===== src/rtl/piso_pkg.sv =====
// Shared definitions for the PISO serializer: state encoding and a width helper.
package piso_pkg;

    typedef enum logic [1:0] {
        ST_IDLE  = 2'd0,
        ST_SHIFT = 2'd1,
        ST_PAR   = 2'd2
    } state_t;

    function automatic int clog2(input int value);
        int r;
        r = 0;
        while ((1 << r) < value) begin
            r = r + 1;
        end
        return r;
    endfunction

endpackage


===== src/rtl/piso_bit_counter.sv =====
// Frame bit counter: cleared on load, advanced once per enabled clk_en tick.
module piso_bit_counter
    import piso_pkg::*;
#(
    parameter int WIDTH = 4,
    localparam int CW = clog2(WIDTH + 1)
) (
    input  logic          clk,
    input  logic          rst,
    input  logic          clr,
    input  logic          en,
    input  logic          clk_en,
    output logic [CW-1:0] count,
    output logic          last
);

    always_ff @(posedge clk or posedge rst) begin
        if (rst) begin
            count <= '0;
        end else if (clr) begin
            count <= '0;
        end else if (en && clk_en) begin
            count <= count + 1'b1;
        end
    end

    assign last = (count == CW'(WIDTH - 1));

endmodule


===== src/rtl/piso_serializer.sv =====
// Parallel-in/serial-out transmitter, MSB first, one bit per clk_en tick.
// Define PISO_PARITY_EN to append an even-parity bit after each word.
module piso_serializer
    import piso_pkg::*;
#(
    parameter int WIDTH = 4
) (
    input  logic             clk,
    input  logic             rst,
    input  logic             clk_en,
    input  logic             load_valid,
    output logic             load_ready,
    input  logic [WIDTH-1:0] data_in,
    output logic             sout,
    output logic             sout_valid,
    output logic             busy,
    output logic             done
);

    localparam int CW = clog2(WIDTH + 1);

    state_t           state;
    state_t           next_state;
    logic [WIDTH-1:0] shreg;
    logic [CW-1:0]    cnt;
    logic             last;
    logic             load_accept;
    logic             frame_end;

`ifdef PISO_PARITY_EN
    logic             parity;
`endif

    assign load_accept = (state == ST_IDLE) && load_valid;
    assign load_ready  = (state == ST_IDLE) && !rst;

    piso_bit_counter #(
        .WIDTH(WIDTH)
    ) u_cnt (
        .clk   (clk),
        .rst   (rst),
        .clr   (load_accept),
        .en    (state == ST_SHIFT),
        .clk_en(clk_en),
        .count (cnt),
        .last  (last)
    );

    always_ff @(posedge clk or posedge rst) begin
        if (rst) begin
            state <= ST_IDLE;
        end else begin
            state <= next_state;
        end
    end

    always_comb begin
        next_state = state;
        sout       = 1'b0;
        sout_valid = 1'b0;
        busy       = 1'b0;
        frame_end  = 1'b0;
        case (state)
            ST_IDLE: begin
                if (load_valid) begin
                    next_state = ST_SHIFT;
                end
            end
            ST_SHIFT: begin
                busy       = 1'b1;
                sout_valid = 1'b1;
                sout       = shreg[WIDTH-1];
                if (clk_en && last) begin
`ifdef PISO_PARITY_EN
                    next_state = ST_PAR;
`else
                    next_state = ST_IDLE;
                    frame_end  = 1'b1;
`endif
                end
            end
`ifdef PISO_PARITY_EN
            ST_PAR: begin
                busy       = 1'b1;
                sout_valid = 1'b1;
                sout       = parity;
                if (clk_en) begin
                    next_state = ST_IDLE;
                    frame_end  = 1'b1;
                end
            end
`endif
            default: begin
                next_state = ST_IDLE;
            end
        endcase
    end

    // Shift only on a tick so each bit stays on sout until it is consumed.
    always_ff @(posedge clk or posedge rst) begin
        if (rst) begin
            shreg <= '0;
        end else if (load_accept) begin
            shreg <= data_in;
        end else if (state == ST_SHIFT && clk_en) begin
            shreg <= {shreg[WIDTH-2:0], 1'b0};
        end
    end

`ifdef PISO_PARITY_EN
    always_ff @(posedge clk or posedge rst) begin
        if (rst) begin
            parity <= 1'b0;
        end else if (load_accept) begin
            parity <= ^data_in;
        end
    end
`endif

    always_ff @(posedge clk or posedge rst) begin
        if (rst) begin
            done <= 1'b0;
        end else begin
            done <= frame_end;
        end
    end

    // The counter must leave SHIFT before it could step past the last bit.
    assert property (@(posedge clk) disable iff (rst)
        (state == ST_SHIFT) |-> (cnt < CW'(WIDTH)));

endmodule


===== config.mk =====
export PLATFORM = sky130hd
export DESIGN_NAME = piso_serializer
export DESIGN_NICKNAME = d
export VERILOG_FILES = /design/src/rtl/piso_pkg.sv /design/src/rtl/piso_bit_counter.sv /design/src/rtl/piso_serializer.sv
export SDC_FILE = /design/constraint.sdc
export NUM_CORES = 1
export LEC_CHECK = 0
export CAP_MARGIN = 30
export CORE_AREA = 2 2 39 41
export DETAILED_ROUTE_END_ITERATION = 12
export DIE_AREA = 0 0 41 43
export GPL_TIMING_DRIVEN = 0
export PLACE_DENSITY = 0.6
export SETUP_SLACK_MARGIN = 0.2
export SYNTH_ARGS = -nofsm -noshare
export SYNTH_HDL_FRONTEND = slang
export SYNTH_SLANG_ARGS = --single-unit
export TNS_END_PERCENT = 30

===== constraint.sdc =====
create_clock -name clk -period 3.27 [get_ports clk]
set_clock_uncertainty 0.2 [all_clocks]
set_input_delay 0.8175 -clock clk [delete_from_list [all_inputs] [get_ports clk]]
set_output_delay 0.8175 -clock clk [all_outputs]
set_load 0.01 [all_outputs]

Word level (Yosys, flattened, before mapping). Cells that the tools add are included.

Bits of input ports: 8. Logic and storage cells: 28. Register bits after elaboration: 10.

Equality and inequality tests: 4. Add/subtract/negate cells: 1. Reduce and logical (&&, ||, !) cells: 8. Multiplexer cells: 11.

Operator list (number): 2-to-1 mux 4 bit (2); 2-to-1 mux 3 bit (2); logical AND 1 bit (4); 2-to-1 mux 1 bit (4); 2-to-1 mux 2 bit (2); != test 2 bit (second input constant) (2); one-hot mux 2 bit (2 select lines) (1); adder 3 x 1 -> 3 bit (second input constant) (1); equality test 3 x 2 -> 1 bit (second input constant) (1); equality test 2 x 1 -> 1 bit (second input constant) (1); logical NOT 2 bit (1); AND reduction 2 bit (1); nonzero test 2 bit (1); logical NOT 1 bit (1).

Longest topological paths before layout.
Depth after elaboration: 4. Depth in mapped cells: 4. Mapped depth without buffers: 4.

Hierarchy. From an unflattened synthesis, not the netlist that was laid out.

Cell total of the unflattened synthesis: 42. Area total of the unflattened synthesis: 474.2 um^2.

Modules (own cells, without submodules): piso_serializer (times used 1, cells each 26, area an instance 301.5 um^2); piso_bit_counter (times used 1, cells each 16, area an instance 172.7 um^2).

Least setup slack after synthesis. Ideal clock, no wire load.

Kind: input to output. Start: in rst. End: out load_ready. Stages: 1. Path buffers: 0. Setup slack: 1278 ps. Arrival: 974 ps. Data required time: 2253 ps. Cell sequence: nor2_1.

Longest elaborated chain between the ends: 2.

Ends and longest elaborated chain: start: declaration (RTL line piso_serializer.sv:9) `input logic rst,`; logical NOT 1 bit (no source line); logical AND 1 bit (RTL line piso_serializer.sv:35) `assign load_ready = (state == ST_IDLE) && !rst;`; end: declaration (RTL line piso_serializer.sv:12) `output logic load_ready,`.

No other way between the ends.

Worst setup path in the final report. Ends and elaborated chain as after synthesis.

==> results.sh <==
export IMPL_run_status="finished, final reports clean"
export IMPL_ios=13
export IMPL_cts_resized=0
export IMPL_yosys_cell_types_count=15
export IMPL_ys_top_cells_by_area="dfrtp_1 (51%), a221o_1 (6.8%), and3b_1 (5.9%)"
export IMPL_crit_path_max_fanout=2
export IMPL_ant_nets=0
export IMPL_drive_above_1_share_pct=19.2
export IMPL_hpwlAfterDp_um=535
export IMPL_crit_required_ns=2.25
export IMPL_synth_common_cells="dfrtp_1 (9), a221o_1 (3), and3b_1 (3), inv_1 (3), nor2_1 (3)"
export IMPL_cts_tree="built"
export IMPL_syn2layout_area_growth_pct=37.6
export IMPL_htreeDepth=1
export IMPL_critPathBufInv=2
export IMPL_die_area_sq_um=1760
export IMPL_timing_slew_headroom_pct=71.9
export IMPL_clockBufferDepth=2
export IMPL_crit_top_cell="clkdlybuf4s50_1"
export IMPL_drc_errors=0
export IMPL_cp_arrival_ns=1.86
export IMPL_globalRouteOverflowTotal=0
export IMPL_swShare_pct=30.1
export IMPL_cts_sinks=9
export IMPL_rsz0062_at_grt="false"
export IMPL_synth_top_family_by_area="simple AND/OR/NAND/NOR gates"
export IMPL_cp_slowest_cell="clkdlybuf4s50_1"
export IMPL_grt_first_pass_wirelength_um=1370
export IMPL_rr_startpoint="u_cnt.count[1]"
export IMPL_drt_iter0_drc=4
export IMPL_async_flop_share_pct=100
export IMPL_synth_compound_area_share_pct=11.9
export IMPL_report_final_setup_viol=0
export IMPL_min_delay_start="shreg[3]"
export IMPL_die_y_um=43
export IMPL_reg2reg_depth=3
export IMPL_worst_skew_pair_late_latency_ns=0.26
export IMPL_synthAdderAreaFrac_pct=5.65
export IMPL_nets=63
export IMPL_cp_end_kind="output pin"
export IMPL_antenna_found_initial=0
export IMPL_synthCells=36
export IMPL_path_class="in -> out"
export IMPL_cts_root_buf="clkbuf_4"
export IMPL_worst_path_stages=3
export IMPL_ys_ff_latch=9
export IMPL_fmax_ghz=0.348
export IMPL_gp_congestion=0.705
export IMPL_rr_endpoint="u_cnt.count[1]"
export IMPL_wl_per_cell_um=11.4
export IMPL_grt_pass1_vias=295
export IMPL_synthMuxAreaShare_pct=9.60
export IMPL_yosys_area_top_type="dfrtp_1"
export IMPL_start_util_pct=32.0
export IMPL_grt_max_degree=11
export IMPL_max_cap_violations=0
export IMPL_wl_um=775
export IMPL_ir_worst_vdd_v=0.000298
export IMPL_reg2reg_slack_ns=1.86
export IMPL_p_int_uw=318
export IMPL_powerDensity_nw_per_um2=745
export IMPL_clkSlewWorstSetupHoldPaths_ns=0.06
export IMPL_startpoint_type="input port"
export IMPL_fin_crit_sh_pct=87.9
export IMPL_grt_util_all_layers_pct=12.3
export IMPL_hold_path_end="shreg[3]"
export IMPL_crit_chain="clkdlybuf4s50_1 > nor2_1 > clkdlybuf4s50_1"
export IMPL_synth_most_common_cell="dfrtp_1"
export IMPL_tightest_slew_ns=0.409
export IMPL_p_leak_uw=0.000302
export IMPL_diodes=0
export IMPL_dr_pass1_iters=3
export IMPL_syn_avg_cell_area_sq_um=12.3
export IMPL_synth_simple_gate_area_share_pct=15.3
export IMPL_via_count=331
export IMPL_rows=14
export IMPL_fin_tns_setup_ns=0
export IMPL_viasPerCell=4.87
export IMPL_finalHoldViolations=0
export IMPL_drv_slew=0
export IMPL_whs_path_depth=1
export IMPL_power_frac_seq_pct=40.5
export IMPL_hp_class="reg -> reg"
export IMPL_synth_fp_nets=46
export IMPL_yosys_warnings=0
export IMPL_max_stage_delay_ns=0.53
export IMPL_finalCriticalPeriod_ns=2.87
export IMPL_synth_edf_count=0
export IMPL_cts_setup_buffers=0
export IMPL_synth_top_area_share_pct=50.8
export IMPL_synthesis_area_sq_um=443
export IMPL_net_switching_power_uw=137
export IMPL_dominantRegCellSynth="dfrtp_1"
export IMPL_post_route_util_pct=44.0
export IMPL_coreArea_sq_um=1380
export IMPL_synthXorXnorAreaFrac_pct=0
export IMPL_numPortBuffers=12
export IMPL_crit_family="buffers and inverters"
export IMPL_p_clk_share_pct=18.8
export IMPL_holdBufCountCts=0
export IMPL_cts_buffers=3
export IMPL_synth_seq_area_share_pct=50.8
export IMPL_chipWidth_um=41
export IMPL_combPwrFrac_pct=40.7
-- worst max path at each step --
stage | start | to | slack (ns)
floorplan | rst | load_ready | 1.28
global placement | rst | load_ready | 0.40
detailed placement | rst | load_ready | 0.40
CTS | rst | load_ready | 0.39
global route | rst | load_ready | 0.32
finish | rst | load_ready | 0.40
-- final cells by class --
type | instances | area [sq um]
buffer | 2 | 18.8
clock buffer | 4 | 26.3
fill | 137 | 774
inverter | 3 | 11.3
multi-input combinational | 22 | 188
sequential | 9 | 225
tap | 16 | 20.0
timing repair buffer | 12 | 120
-- kinds of logic (layout without fill, tap and decap cells) --
logic type                 Yosys count  after routing
DFF                                  9              9
muxes                                4              4
AOI/OAI and AO/OA                    6              6
and+or+nand+nor                     10             10
buffers and inverters                5             21
adders and majority gates            2              2
-- metrics by stage --
step	instance area, sq um	hold WS [ns]	setup slack (ns)	instances	power, uW
finish	609	0.308	0.397	68	454
global route	609	0.318	0.323	68	494
CTS	609	0.308	0.390	68	460
detailed placement	583	0.291	0.398	64	371
global placement	583	0.285	0.402	64	370
floorplan	443	0.266	1.28	36	302
-- power groups by stage --
stage                     clock network (uW)  logic, uW  registers [uW]
after floorplan                            0        121             181
after global placement                     0        187             183
after detailed placement                   0        188             183
after CTS                               90.0        188             182
after global routing                    97.1        209             188
final                                   85.3        185             184
-- flip-flops by register name, indices dropped and copies added (netlist names) --
name,count
state,1
shreg,4
u_cnt.count,3
done,1
-- cells in the final DEF, fill, tap and decap left out, types with 3 or more instances in the layout --
cell type,count
dfrtp_1,9
a221o_1,3
inv_1,3
clkbuf_4,3
clkdlybuf4s50_1,12
and3b_1,3
nor2_1,3
-- metal layers --
layer | global-route usage [%] | wire, um | vias up
met1 | 17.4 | 389 | 155
met3 | 7.85 | 43 | 2
met2 | 14.1 | 333 | 10
met5 | 0 | 0 | -
li1 | - | - | 164
met4 | 6.00 | 8 | 0
(Power assumes the default switching activity.)
